[config.mk]
export PLATFORM = sky130hd
export DESIGN_NAME = wrr_lock_arbiter
export DESIGN_NICKNAME = d
export VERILOG_FILES = /design/src/rtl/wrr_lock_arbiter_pkg.sv /design/src/rtl/wrr_lock_arbiter_rr_pick.sv /design/src/rtl/wrr_lock_arbiter.sv
export SDC_FILE = /design/constraint.sdc
export NUM_CORES = 1
export LEC_CHECK = 0
export CORE_ASPECT_RATIO = 1.25
export CORE_MARGIN = 2
export CORE_UTILIZATION = 40
export CTS_CLUSTER_SIZE = 25
export DETAILED_ROUTE_END_ITERATION = 8
export PLACE_DENSITY = 0.83
export SETUP_SLACK_MARGIN = 0.15
export SLEW_MARGIN = 20
export SYNTH_ARGS = -nofsm -noshare
export SYNTH_HDL_FRONTEND = slang
export SYNTH_SLANG_ARGS = --single-unit
[constraint.sdc]
create_clock -name clk -period 3.2 [get_ports clk]
set_input_delay 0.48 -clock clk [delete_from_list [all_inputs] [get_ports clk]]
set_output_delay 0.48 -clock clk [all_outputs]
set_load 0.02 [all_outputs]
[src/rtl/wrr_lock_arbiter_pkg.sv]
// Shared types and helpers for the weighted round-robin lock arbiter.
package wrr_lock_arbiter_pkg;

    // Upper bound on the number of requesters this arbiter is built for.
    localparam int MAX_CLIENTS = 64;

    // IDLE: arbitrating; GRANT: an owner holds the resource until release.
    typedef enum logic {
        IDLE  = 1'b0,
        GRANT = 1'b1
    } state_t;

    // Step a pointer one position downward, wrapping 0 -> n-1.
    function automatic int wrap_dec(input int idx, input int n);
        return (idx == 0) ? n - 1 : idx - 1;
    endfunction

endpackage

[src/rtl/wrr_lock_arbiter_rr_pick.sv]
// Combinational downward round-robin picker.
// Search order: ptr, ptr-1, ..., 0, then CLIENTS-1, ..., ptr+1.
// Done as a masked search over bits <= ptr, falling back to the
// highest set bit of the whole vector when nothing is at or below ptr.
module rr_pick #(
    parameter int CLIENTS = 16,
    parameter int IDX_W   = $clog2(CLIENTS)
) (
    input  logic [CLIENTS-1:0] vec,
    input  logic [IDX_W-1:0]   ptr,
    output logic               vld,
    output logic [IDX_W-1:0]   idx
);

    logic             masked_vld;
    logic [IDX_W-1:0] masked_idx;
    logic [IDX_W-1:0] full_idx;

    // Highest set bit at or below ptr, and highest set bit overall.
    always_comb begin
        // NOTE: every variable gets a default before the loop so no path
        // leaves it unassigned, which would otherwise infer a latch.
        masked_vld = 1'b0;
        masked_idx = '0;
        full_idx   = '0;
        for (int i = 0; i < CLIENTS; i++) begin
            if (vec[i]) begin
                full_idx = IDX_W'(i);
            end
            if (vec[i] && (i <= int'(ptr))) begin
                masked_vld = 1'b1;
                masked_idx = IDX_W'(i);
            end
        end
        vld = |vec;
        idx = masked_vld ? masked_idx : full_idx;
    end

endmodule

[src/rtl/wrr_lock_arbiter.sv]
// Weighted round-robin arbiter with burst locking and a fixed-priority mode.
// A grant is held until the owner signals last (or drops req); each client
// may win w+1 consecutive bursts per turn, where w is its weight field.
module wrr_lock_arbiter
    import wrr_lock_arbiter_pkg::*;
#(
    parameter  int CLIENTS  = 16,
    parameter  int WEIGHT_W = 4,
    localparam int IDX_W    = $clog2(CLIENTS)
) (
    input  logic                        clk,
    input  logic                        rst_n,
    input  logic [CLIENTS-1:0]          req,
    input  logic [CLIENTS-1:0]          last,
    input  logic [CLIENTS*WEIGHT_W-1:0] weight,
    input  logic                        mode,
    output logic [CLIENTS-1:0]          gnt,
    output logic                        gnt_vld,
    output logic [IDX_W-1:0]            gnt_id
);

    localparam logic [IDX_W-1:0] TOP_IDX = IDX_W'(CLIENTS - 1);

    state_t                state_q,   state_d;
    logic [IDX_W-1:0]      ptr_q,     ptr_d;
    logic [WEIGHT_W-1:0]   credit_q,  credit_d;
    logic [IDX_W-1:0]      prev_q,    prev_d;
    logic [CLIENTS-1:0]    gnt_q,     gnt_d;
    logic                  gnt_vld_q, gnt_vld_d;
    logic [IDX_W-1:0]      gnt_id_q,  gnt_id_d;

    logic [IDX_W-1:0]      pick_ptr;
    logic                  pick_vld;
    logic [IDX_W-1:0]      pick_idx;
    logic                  own_req;
    logic                  own_last;
    logic                  rel;

    // Fixed-priority mode is a round-robin search that always starts at the top.
    assign pick_ptr = mode ? TOP_IDX : ptr_q;

    rr_pick #(
        .CLIENTS (CLIENTS),
        .IDX_W   (IDX_W)
    ) u_pick (
        .vec (req),
        .ptr (pick_ptr),
        .vld (pick_vld),
        .idx (pick_idx)
    );

    // Only the owner's req/last matter while a grant is held.
    assign own_req  = req[gnt_id_q];
    assign own_last = last[gnt_id_q];
    assign rel      = !own_req || own_last;

    // State and datapath registers with synchronous active-low reset.
    always_ff @(posedge clk) begin
        // NOTE: non-blocking assignments so every flop samples the
        // pre-edge value of the others, independent of statement order.
        if (!rst_n) begin
            state_q   <= IDLE;
            ptr_q     <= TOP_IDX;
            credit_q  <= '0;
            prev_q    <= TOP_IDX;
            gnt_q     <= '0;
            gnt_vld_q <= 1'b0;
            gnt_id_q  <= '0;
        end else begin
            state_q   <= state_d;
            ptr_q     <= ptr_d;
            credit_q  <= credit_d;
            prev_q    <= prev_d;
            gnt_q     <= gnt_d;
            gnt_vld_q <= gnt_vld_d;
            gnt_id_q  <= gnt_id_d;
        end
    end

    // Next state: lock on a winner, return to IDLE on release.
    always_comb begin
        state_d = state_q;
        case (state_q)
            IDLE:    if (pick_vld) state_d = GRANT;
            GRANT:   if (rel)      state_d = IDLE;
            default: state_d = IDLE;
        endcase
    end

    // Grant outputs, credit and pointer bookkeeping.
    always_comb begin
        ptr_d     = ptr_q;
        credit_d  = credit_q;
        prev_d    = prev_q;
        gnt_d     = gnt_q;
        gnt_vld_d = gnt_vld_q;
        gnt_id_d  = gnt_id_q;
        case (state_q)
            IDLE: begin
                if (pick_vld) begin
                    gnt_d           = '0;
                    gnt_d[pick_idx] = 1'b1;
                    gnt_vld_d       = 1'b1;
                    gnt_id_d        = pick_idx;
                    // A returning owner keeps its remaining credit for this turn.
                    if (pick_idx != prev_q) begin
                        credit_d = weight[int'(pick_idx)*WEIGHT_W +: WEIGHT_W];
                    end
                    prev_d = pick_idx;
                end
            end
            GRANT: begin
                if (rel) begin
                    gnt_d     = '0;
                    gnt_vld_d = 1'b0;
                    gnt_id_d  = '0;
                    if (mode) begin
                        ptr_d = TOP_IDX;
                    end else if (credit_q != '0) begin
                        credit_d = credit_q - WEIGHT_W'(1);
                        ptr_d    = gnt_id_q;
                    end else begin
                        ptr_d = IDX_W'(wrap_dec(int'(gnt_id_q), CLIENTS));
                    end
                end
            end
            default: begin
                gnt_d     = '0;
                gnt_vld_d = 1'b0;
                gnt_id_d  = '0;
            end
        endcase
    end

    assign gnt     = gnt_q;
    assign gnt_vld = gnt_vld_q;
    assign gnt_id  = gnt_id_q;

endmodule

# ---- Word level (Yosys, flattened, before mapping)
# Cells that the tools add are included.
dict set report word_totals {
  ramBits 0
  latchBits 0
  in_bits 99
  elab_cells 135
  ff_bits 34
  output_inout_bits 21
  n_memories 0
  rom_bits 0
}
dict set report op_classes {
  n_addsub 2
  multipliers 0
  magnitude_cmp 18
  reduce_logical 25
  div 0
  n_mux 75
  shift 1
  n_eq_ne 6
  bitwise 1
}
# operator count
set ops {}
lappend ops {{$mux 4} 28}
lappend ops {{$shiftx 64x7->4} 1}
lappend ops {{$le 4x4->1 const A} 8}
lappend ops {{$mux 16} 2}
lappend ops {{$pmux 16 s2} 1}
lappend ops {{$mux 1} 25}
lappend ops {{$mux 3} 8}
lappend ops {{$le 3x4->1 const A} 4}
lappend ops {{$logic_and 1x1->1} 16}
lappend ops {{$pmux 4 s2} 2}
lappend ops {{$reduce_or 16->1} 1}
lappend ops {{$lt 4x5->1 const B} 2}
lappend ops {{$bmux 1 s4} 2}
lappend ops {{$le 2x4->1 const A} 2}
lappend ops {{$mux 2} 4}
lappend ops {{$sub 4x1->4 const B} 2}
lappend ops {{$ne 2x2->1 const B} 3}
lappend ops {{$reduce_and 2->1} 3}
lappend ops {{$reduce_and 5->1} 1}
lappend ops {{$demux 1 s4} 1}
lappend ops {{$ge 4x1->1 const B} 1}
lappend ops {{$le 1x4->1 const A} 1}
lappend ops {{$logic_not 4->1} 1}
lappend ops {{$ne 2x1->1 const B} 2}
lappend ops {{other kinds (6)} 7}

# ---- Depth between registers and ports, before layout
# Gate-level depths: netlist of run 1.
dict set report logic_depth {
  ltp_word 25
  ltp_mapped 14
  depth_no_buf 11
}

# ---- Modules after synthesis
# A second synthesis of run 1 with hierarchy kept.
dict set report unflattened {
  cells_unflattened 387
  area_unflattened_um2 3124.2
}
# mod area_each_um2 seq_area_each_um2 cells_each n_inst
set modules_own_cells {}
lappend modules_own_cells {wrr_lock_arbiter 2481.1 680.7 281 1}
lappend modules_own_cells {rr_pick 643.1 0.0 106 1}

# ---- Worst setup path after synthesis of run 1
# OpenSTA, ideal clock, no wires.
dict set report synth_path {
  path_type {input to register}
  startpoint {in mode}
  endpoint {reg credit_q[3]}
  path_buffers 2
  setup_time_ns 0.127
  arrival_time_ns 3.009
  cell_stages 13
  slack_ns 0.064
  required_ns 3.073
  path_cell_list {buf_2 > o31ai_1 > nand3_1 > a211oi_1 > a41oi_2 > a32oi_2 > nand2_4 > buf_6 > mux2i_1 > mux2i_1 > a22oi_1 > a21oi_1 > or3_1}
}
dict set report synth_between {
  elab_chain_len 23
  word_cells_on_any_way 70
  cone_classes {order compare: 15; eq/ne: 3; shift: 1; mux: 35; reduce/logical: 16}
}
# element line
set synth_rtl {}
lappend synth_rtl {{from (decl)} wrr_lock_arbiter.sv:16} ;# input logic mode,
lappend synth_rtl {{$mux 4} wrr_lock_arbiter.sv:40} ;# assign pick_ptr = mode ? TOP_IDX : ptr_q;
lappend synth_rtl {{$le 1x4->1} wrr_lock_arbiter_rr_pick.sv:30} ;# if (vec[i] && (i <= int'(ptr))) begin
lappend synth_rtl {{$logic_and 1x1->1} wrr_lock_arbiter_rr_pick.sv:30}
lappend synth_rtl {{$mux 1} wrr_lock_arbiter_rr_pick.sv:30}
lappend synth_rtl {{$mux 2 / $mux 1 (equally long branches) (2 in series)} wrr_lock_arbiter_rr_pick.sv:30}
lappend synth_rtl {{$mux 3 / $mux 1 (equally long branches) (4 in series)} wrr_lock_arbiter_rr_pick.sv:30}
lappend synth_rtl {{$mux 4 / $mux 1 (equally long branches) (8 in series)} wrr_lock_arbiter_rr_pick.sv:30}
lappend synth_rtl {{$mux 4} wrr_lock_arbiter_rr_pick.sv:36} ;# idx = masked_vld ? masked_idx : full_idx;
lappend synth_rtl {{$shiftx 64x7->4} wrr_lock_arbiter.sv:107} ;# credit_d = weight[int'(pick_idx)*WEIGHT_W +: WEIGHT_W];
lappend synth_rtl {{$mux 4} wrr_lock_arbiter.sv:106} ;# if (pick_idx != prev_q) begin
lappend synth_rtl {{$mux 4} wrr_lock_arbiter.sv:100} ;# if (pick_vld) begin
lappend synth_rtl {{$pmux 4 s2} wrr_lock_arbiter.sv:98} ;# case (state_q)
lappend synth_rtl {{to (signal assigned)} wrr_lock_arbiter.sv:72} ;# credit_q <= credit_d;
lappend synth_rtl {{to (decl)} wrr_lock_arbiter.sv:26} ;# logic [WEIGHT_W-1:0] credit_q, credit_d;
# Several ways; a longest one is shown, not always the timed one. The select of a mux whose other input is x is not followed.
# A chain may end at the register's enable or synchronous reset.

# ---- Worst setup path after layout of run 1
dict set report layout_path {
  startpoint {in req[8]}
  endpoint {reg credit_q[3]}
}
dict set report layout_between {
  elab_chain_len 14
  word_cells_on_any_way 40
  cone_classes {eq/ne: 4; shift: 1; mux: 30; reduce/logical: 5}
}
# element line
set layout_rtl {}
lappend layout_rtl {{from (decl)} wrr_lock_arbiter.sv:13} ;# input logic [CLIENTS-1:0] req,
lappend layout_rtl {{$logic_and 1x1->1} wrr_lock_arbiter_rr_pick.sv:30}
lappend layout_rtl {{$mux 4 / $mux 1 (equally long branches) (8 in series)} wrr_lock_arbiter_rr_pick.sv:30}
lappend layout_rtl {{$mux 4} wrr_lock_arbiter_rr_pick.sv:36}
lappend layout_rtl {{$shiftx 64x7->4} wrr_lock_arbiter.sv:107}
lappend layout_rtl {{$mux 4} wrr_lock_arbiter.sv:106}
lappend layout_rtl {{$mux 4} wrr_lock_arbiter.sv:100}
lappend layout_rtl {{$pmux 4 s2} wrr_lock_arbiter.sv:98}
# Several ways; a longest one is shown, not always the timed one. The select of a mux whose other input is x is not followed.

==> flow_summary.toml, run 1 <==
[status]
outcome = "finished, final reports clean"

[sta]
clock.fmax_mhz = 317
hold_viol = 0
relSlewSlack = 0.568
hold-worst-slack_ns = 0.487
fin_crit_ns = 3.15
setup_ws_ns = 0.0497
skew_ns = 0.00535
drv_slew = 0
fin_crit_sh = 0.984
worst_slew_pin_slew_ns = 0.648
rsz0062_at_grt = "yes"
setup_violations = 0

[route]
antenna_left = 0
firstDrtPassIters = 6
dr_total_vias = 3988
drtIter0Drc = 224
totalWireLength_um = 11900
wl_per_cell_um = 17.5
avgViaCountPerCell = 5.90
drc = 0

[worst_setup_path]
cp-start-kind = "primary input"
crit_type = "in -> reg"
crit_arrival_ns = 3.33
crit_path_max_incr_delay_ns = 0.42
worstPathMaxFanout = 17
required_ns = 3.38
crit_path_end_kind = "flop"
crit_path_frequent_cell = "buf_4"
slowest_stage = "a2111oi_4"
path_cells = "dlygate4sd2_1 -> nor2_2 -> a211oi_2 -> buf_4 -> a2111oi_4 -> buf_4 -> a21bo_1 -> a32oi_2 -> nand2_4 -> buf_12 -> mux2i_2 -> mux2i_1 -> a22oi_1 -> a21oi_1 -> or3_1"

[floorplanning]
core_um2 = 7270
die-area_um2 = 8070
start_util = 0.405
io_pins = 120
row_count = 35
die_h_um = 99.9
die_w_um = 80.7

[clocking]
clockRootBuffer = "clkbuf_8"
cts_tree = "yes"
cts_buffers = 5
cts_max_path_buffers = 2
h-tree-depth = 2
numClockSinks = 34
path_clk_slew_ns = 0.08
cts_hold_buf = 0
insertion_delay_ns = 0.29

[synth]
synth_area_um2 = 2940
synth_nets = 486
netlist_instances = 383
synth.largest_area_cell = "dfxtp_1"
ys_async_sr_fraction = 0
synthFlopType = "dfxtp_1"
synth_top_area_share = 0.231
yosys-top-cells-area = "dfxtp_1, mux2i_1, a22oi_1"
synth_commonest_cells = "mux2i_1, nor2_1, dfxtp_1"
synth-edff-count = 0
synth_most_common_cell = "mux2i_1"
avgSynthCellArea_um2 = 7.69
synth-seq-cells = 34
yosysWarnings = 0
yosysSeqAreaShare = 0.231
synth_cell_type_count = 55

[power_and_ir_drop]
ir_drop_uv = 265
p_per_area_nw_per_um2 = 418
leakagePower_nw = 2.20

[placement]
placed_area_um2 = 4740
hpwl_um = 8640
io_buffers = 119
routabilityCongestion = 1.02
pre_cts_slack_ns = -0.548

[finish]
drive_above_1_share = 0.269
area_growth_pct = 79.5
nets = 686
n_fill_cell = 563
fin_area_um2 = 5280
antenna_cells = 0

[run]
drv_cap = 0

[global_route]
grt_pass1_wl_um = 18400
grt_use_total = 0.286
antenna_found_initial = 0
grt_pass1_vias = 4022
grt_max_degree = 25
grt_remaining_overflow = 0

[worst_hold_path]
hold_path_class = "reg -> reg"
## flip-flops by register name, summed over array words and instances, names as in the netlist
register	flops
gnt_id	4
gnt	16
ptr_q	4
prev_q	4
state_q	1
credit_q	4
gnt_vld	1
## worst max-delay path: cells and delay by family
kind | cells | cell delay (ns)
mux | 2 | 0.36
simple gates | 3 | 0.69
compound gates | 6 | 0.94
buf+inv | 4 | 0.85
## area by class of cell
type / instances / area, um2 / area share
clock buffers: 5 / 68.8 / 0.0130
clock inverters: 3 / 68.8 / 0.0130
multi-input cells: 312 / 2340 / 0.443
inverters: 12 / 45.0 / 0.00852
repair buffers: 218 / 1960 / 0.370
well taps: 92 / 115 / 0.0218
flip-flops and latches: 34 / 691 / 0.131
## power by group
group          switching [mW]  leakage (nW)  total (mW)  internal (mW)
clock                   0.169        0.0683       0.481          0.312
sequential             0.0907         0.277       0.565          0.475
combinational           0.570          1.85        1.16          0.590
## metrics by stage
step                TNS, ns  cells  total power [mW]   util
floorplan                 0    383              1.15      -
global placement      -2.97    645              1.57  0.653
detailed placement    -4.24    645              1.61  0.653
CTS                       0    668              2.14  0.706
global route         -0.231    676              2.33  0.727
finish                    0    676              2.21  0.727
## what timing repair did
item | CTS | global route
setup buffers | 14 | 8
pin swaps | 20 | 6
resized for setup | 49 | 25
endpoints found under the hold margin | 0 | 0
endpoints found under the setup margin | 12 | 6
cloned | 1 | 0
## worst paths after layout
| path | startpoint | to | slack, ns | depth (start not counted) |
|---|---|---|---|---|
| hold / removal | credit_q[1]$_SDFFE_PN0P_ | credit_q[1]$_SDFFE_PN0P_ | 0.49 | 2 |
| setup / recovery | req[8] | credit_q[3]$_SDFFE_PN0P_ | 0.05 | 15 |
| setup reg to reg | ptr_q[3]$_SDFFE_PN1P_ | credit_q[3]$_SDFFE_PN0P_ | 0.05 | 13 |
| hold reg to reg | credit_q[1]$_SDFFE_PN0P_ | credit_q[1]$_SDFFE_PN0P_ | 0.49 | 2 |
## logic make-up after synthesis
logic type | synth area share
buffers and inverters | 0.0552
AO/OA/AOI/OAI | 0.313
adder cells (fa/ha/maj) | 0.0170
multiplexers | 0.167
XOR/XNOR | 0.0119
AND/OR/NAND/NOR | 0.205
flip-flops | 0.231
## cell usage in the layout (no fill, tap or decap), types with 12 or more instances in the layout
master,instances
clkdlybuf4s50_1,106
buf_4,92
mux2i_1,46
nor2_1,40
dfxtp_1,30
nand2_1,28
a22oi_1,24
a21oi_1,22
o21ai_0,16
inv_1,12
## per-layer routing
metal | vias up | routed length (um) | track usage | share of wire
met4 | 0 | 575 | 0.142 | 0.048
met1 | 1853 | 4250 | 0.298 | 0.36
met2 | 228 | 6200 | 0.544 | 0.52
li1 | 1850 | - | - | -
met5 | - | 0 | 0 | 0
met3 | 57 | 840 | 0.0459 | 0.071
No activity file was read; power rests on OpenSTA's default activity.
==> run 2, diff against run 1 <==
- CORE_MARGIN: 2 -> 1
- CORE_UTILIZATION: 40 -> 44
- PLACE_DENSITY: 0.83 -> 0.87
- clock period: 3.2 -> 3.1 ns (I/O delays scaled with it)
==> run 2 against run 1 <==
Effect of this change:
- the flow now finishes with violations (setup timing)
- sequential cell count stayed put
- non-clock buffer count is 3 higher
- core utilization increased by 14 points
- sequential share of layout area shrank 0.44 points
- worst setup slack got worse by 0.48 ns
- power is 14% higher
==> flow_summary.toml, run 2 (synthesized netlist as in run 1, its figures left out) <==
[route]
totalWireLength_um = 15500
wl_met3_um = 1350
top_layer_used = "met4"
drc = 0
route.met2.wl_um = 7520
avgViaCountPerCell = 6.56
wl_per_cell_um = 23.1
antenna_left = 0
dr_total_vias = 4411
route.layer.met1.wl_um = 5380
firstDrtPassIters = 6
drtIter0Drc = 516

[worst_setup_path]
path_cells = "buf_6 -> buf_4 -> o211ai_1 -> and2_2 -> buf_4 -> a31oi_1 -> o21ai_0 -> a32oi_2 -> nand2_2 -> buf_12 -> mux2i_1 -> a22oi_1 -> a21oi_1 -> or3_1"
r2r_end = "credit_q[3]$_SDFFE_PN0P_"
ff2ff_setup_slack_ns = -0.43
reg2regPathDepth = 14
slowest_stage = "o21ai_0"
crit_family = "compound AO/OA/AOI/OAI gates"
crit_path_end_kind = "flop"
required_ns = 3.27
cp_num_buf_inv = 4
worstPathMaxFanout = 13
cp-start-kind = "flop"
rr_startpoint = "ptr_q[0]$_SDFFE_PN1P_"
cp-startpoint = "ptr_q[0]$_SDFFE_PN1P_"
crit_path_frequent_cell = "buf_4"
crit_path_max_incr_delay_ns = 0.63
crit_type = "reg -> reg"
crit_arrival_ns = 3.70

[clocking]
cts_tree = "yes"
clockRootBuffer = "clkbuf_8"
cts_buffers = 5
h-tree-depth = 2
insertion_delay_ns = 0.30
cts_hold_buf = 0
cts_max_path_buffers = 2
numClockSinks = 34
path_clk_slew_ns = 0.08

[sta]
rsz0062_at_grt = "yes"
hold-worst-slack_ns = 0.518
relSlewSlack = 0.478
fin_crit_ns = 3.53
skew_ns = 0.00696
drv_slew = 0
clock.fmax_mhz = 284
worst_slew_pin_slew_ns = 0.774
setup_ws_ns = -0.427
fin_setup_tns_ns = -1.40
fin_crit_sh = 1.14
setup_violations = 7
hold_viol = 0

[floorplanning]
die-area_um2 = 7020
start_util = 0.465
io_pins = 120
die_h_um = 93.5
core_um2 = 6330
die_w_um = 75.2
row_count = 32

[worst_hold_path]
holdPathEnd = "gnt_vld$_SDFFE_PN0P_"
hold_path_class = "reg -> reg"
hold_path_depth = 2
holdCritStartpoint = "gnt_vld$_SDFFE_PN0P_"

[global_route]
grt_pass1_vias = 4275
antenna_found_initial = 0
grt_remaining_overflow = 0
grt_max_degree = 25
grt_pass1_wl_um = 20500
grt_use_total = 0.380

[placement]
routabilityCongestion = 0.941
place_inst = 640
io_buffers = 119
hpwl_um = 8800

[finish]
antenna_cells = 0
mostFrequentLayoutCells = "clkdlybuf4s50_1, buf_4, mux2i_1"
nets = 689
fin_cells = 672
drive_above_1_share = 0.284
area_growth_pct = 86.4
largest_register_ffs = 16
final_common_cell = "clkdlybuf4s50_1"

[power_and_ir_drop]
p_per_area_nw_per_um2 = 460
leakagePower_nw = 2.31
ir_drop_uv = 379

[run]
drv_cap = 0

[status]
violations = "setup timing"
outcome = "finished with violations"
==> run 2: cell count changes in the layout (fill, tap and decap cells not counted), sizes merged <==
cell           before  now
buf                99  100
bufbuf              0    1
clkbuf              6    7
clkdlybuf4s50     106  103
dlymetal6s2s        1    4
==> run 2: layer usage <==
layer	track usage	vias to the layer above
li1	-	1855
met1	0.381	2052
met2	0.687	362
met3	0.0873	142
met4	0.238	0
met5	0	-
==> run 2: layout make-up <==
type,instances,area (um2)
Sequential cell,34,693
Tap cell,85,106
Clock inverter,3,68.8
Multi-Input combinational cell,312,2390
Clock buffer,5,68.8
Timing Repair Buffer,221,2120
Inverter,12,45.0
Fill cell,333,838
==> run 2: worst max path at each step <==
stage | slack [ns] | depth (start not counted) | endpoint
after CTS | -0.08 | 14 | credit_q[1]$_SDFFE_PN0P_
after global routing | -0.50 | 14 | credit_q[3]$_SDFFE_PN0P_
final | -0.43 | 14 | credit_q[3]$_SDFFE_PN0P_
after floorplan | 0.14 | 12 | credit_q[3]$_SDFFE_PN0P_
after detailed placement | -0.65 | 15 | credit_q[2]$_SDFFE_PN0P_
after global placement | -0.50 | 14 | credit_q[3]$_SDFFE_PN0P_
==> run 2: metrics by stage <==
step / worst slack [ns] / util / instance area (um2) / total power, mW
final: -0.427 / 0.867 / 5490 / 2.52
after CTS: -0.0779 / 0.829 / 5250 / 2.28
after detailed placement: -0.654 / 0.760 / 4810 / 1.68
after global placement: -0.503 / 0.760 / 4810 / 1.65
after global routing: -0.501 / 0.867 / 5490 / 2.63
after floorplan: 0.137 / - / 3000 / 1.20
==> run 2: power by group <==
part	internal [mW]	switching, mW	total (mW)
registers	0.490	0.0997	0.590
clock network	0.322	0.182	0.504
logic	0.695	0.733	1.43
==> run 2: worst min-delay path: cells and delay by family, from the launching register on <==
kind               cells  cell delay (ns)
and+or+nand+nor        1             0.08
AOI/OAI and AO/OA      1             0.07
DFF                    1             0.34
==> run 2: repair_timing <==
action,CTS,global route
pin swaps,18,19
buffers inserted,14,5
gates resized for setup,46,36
cloned,3,2
setup endpoints to repair,15,20
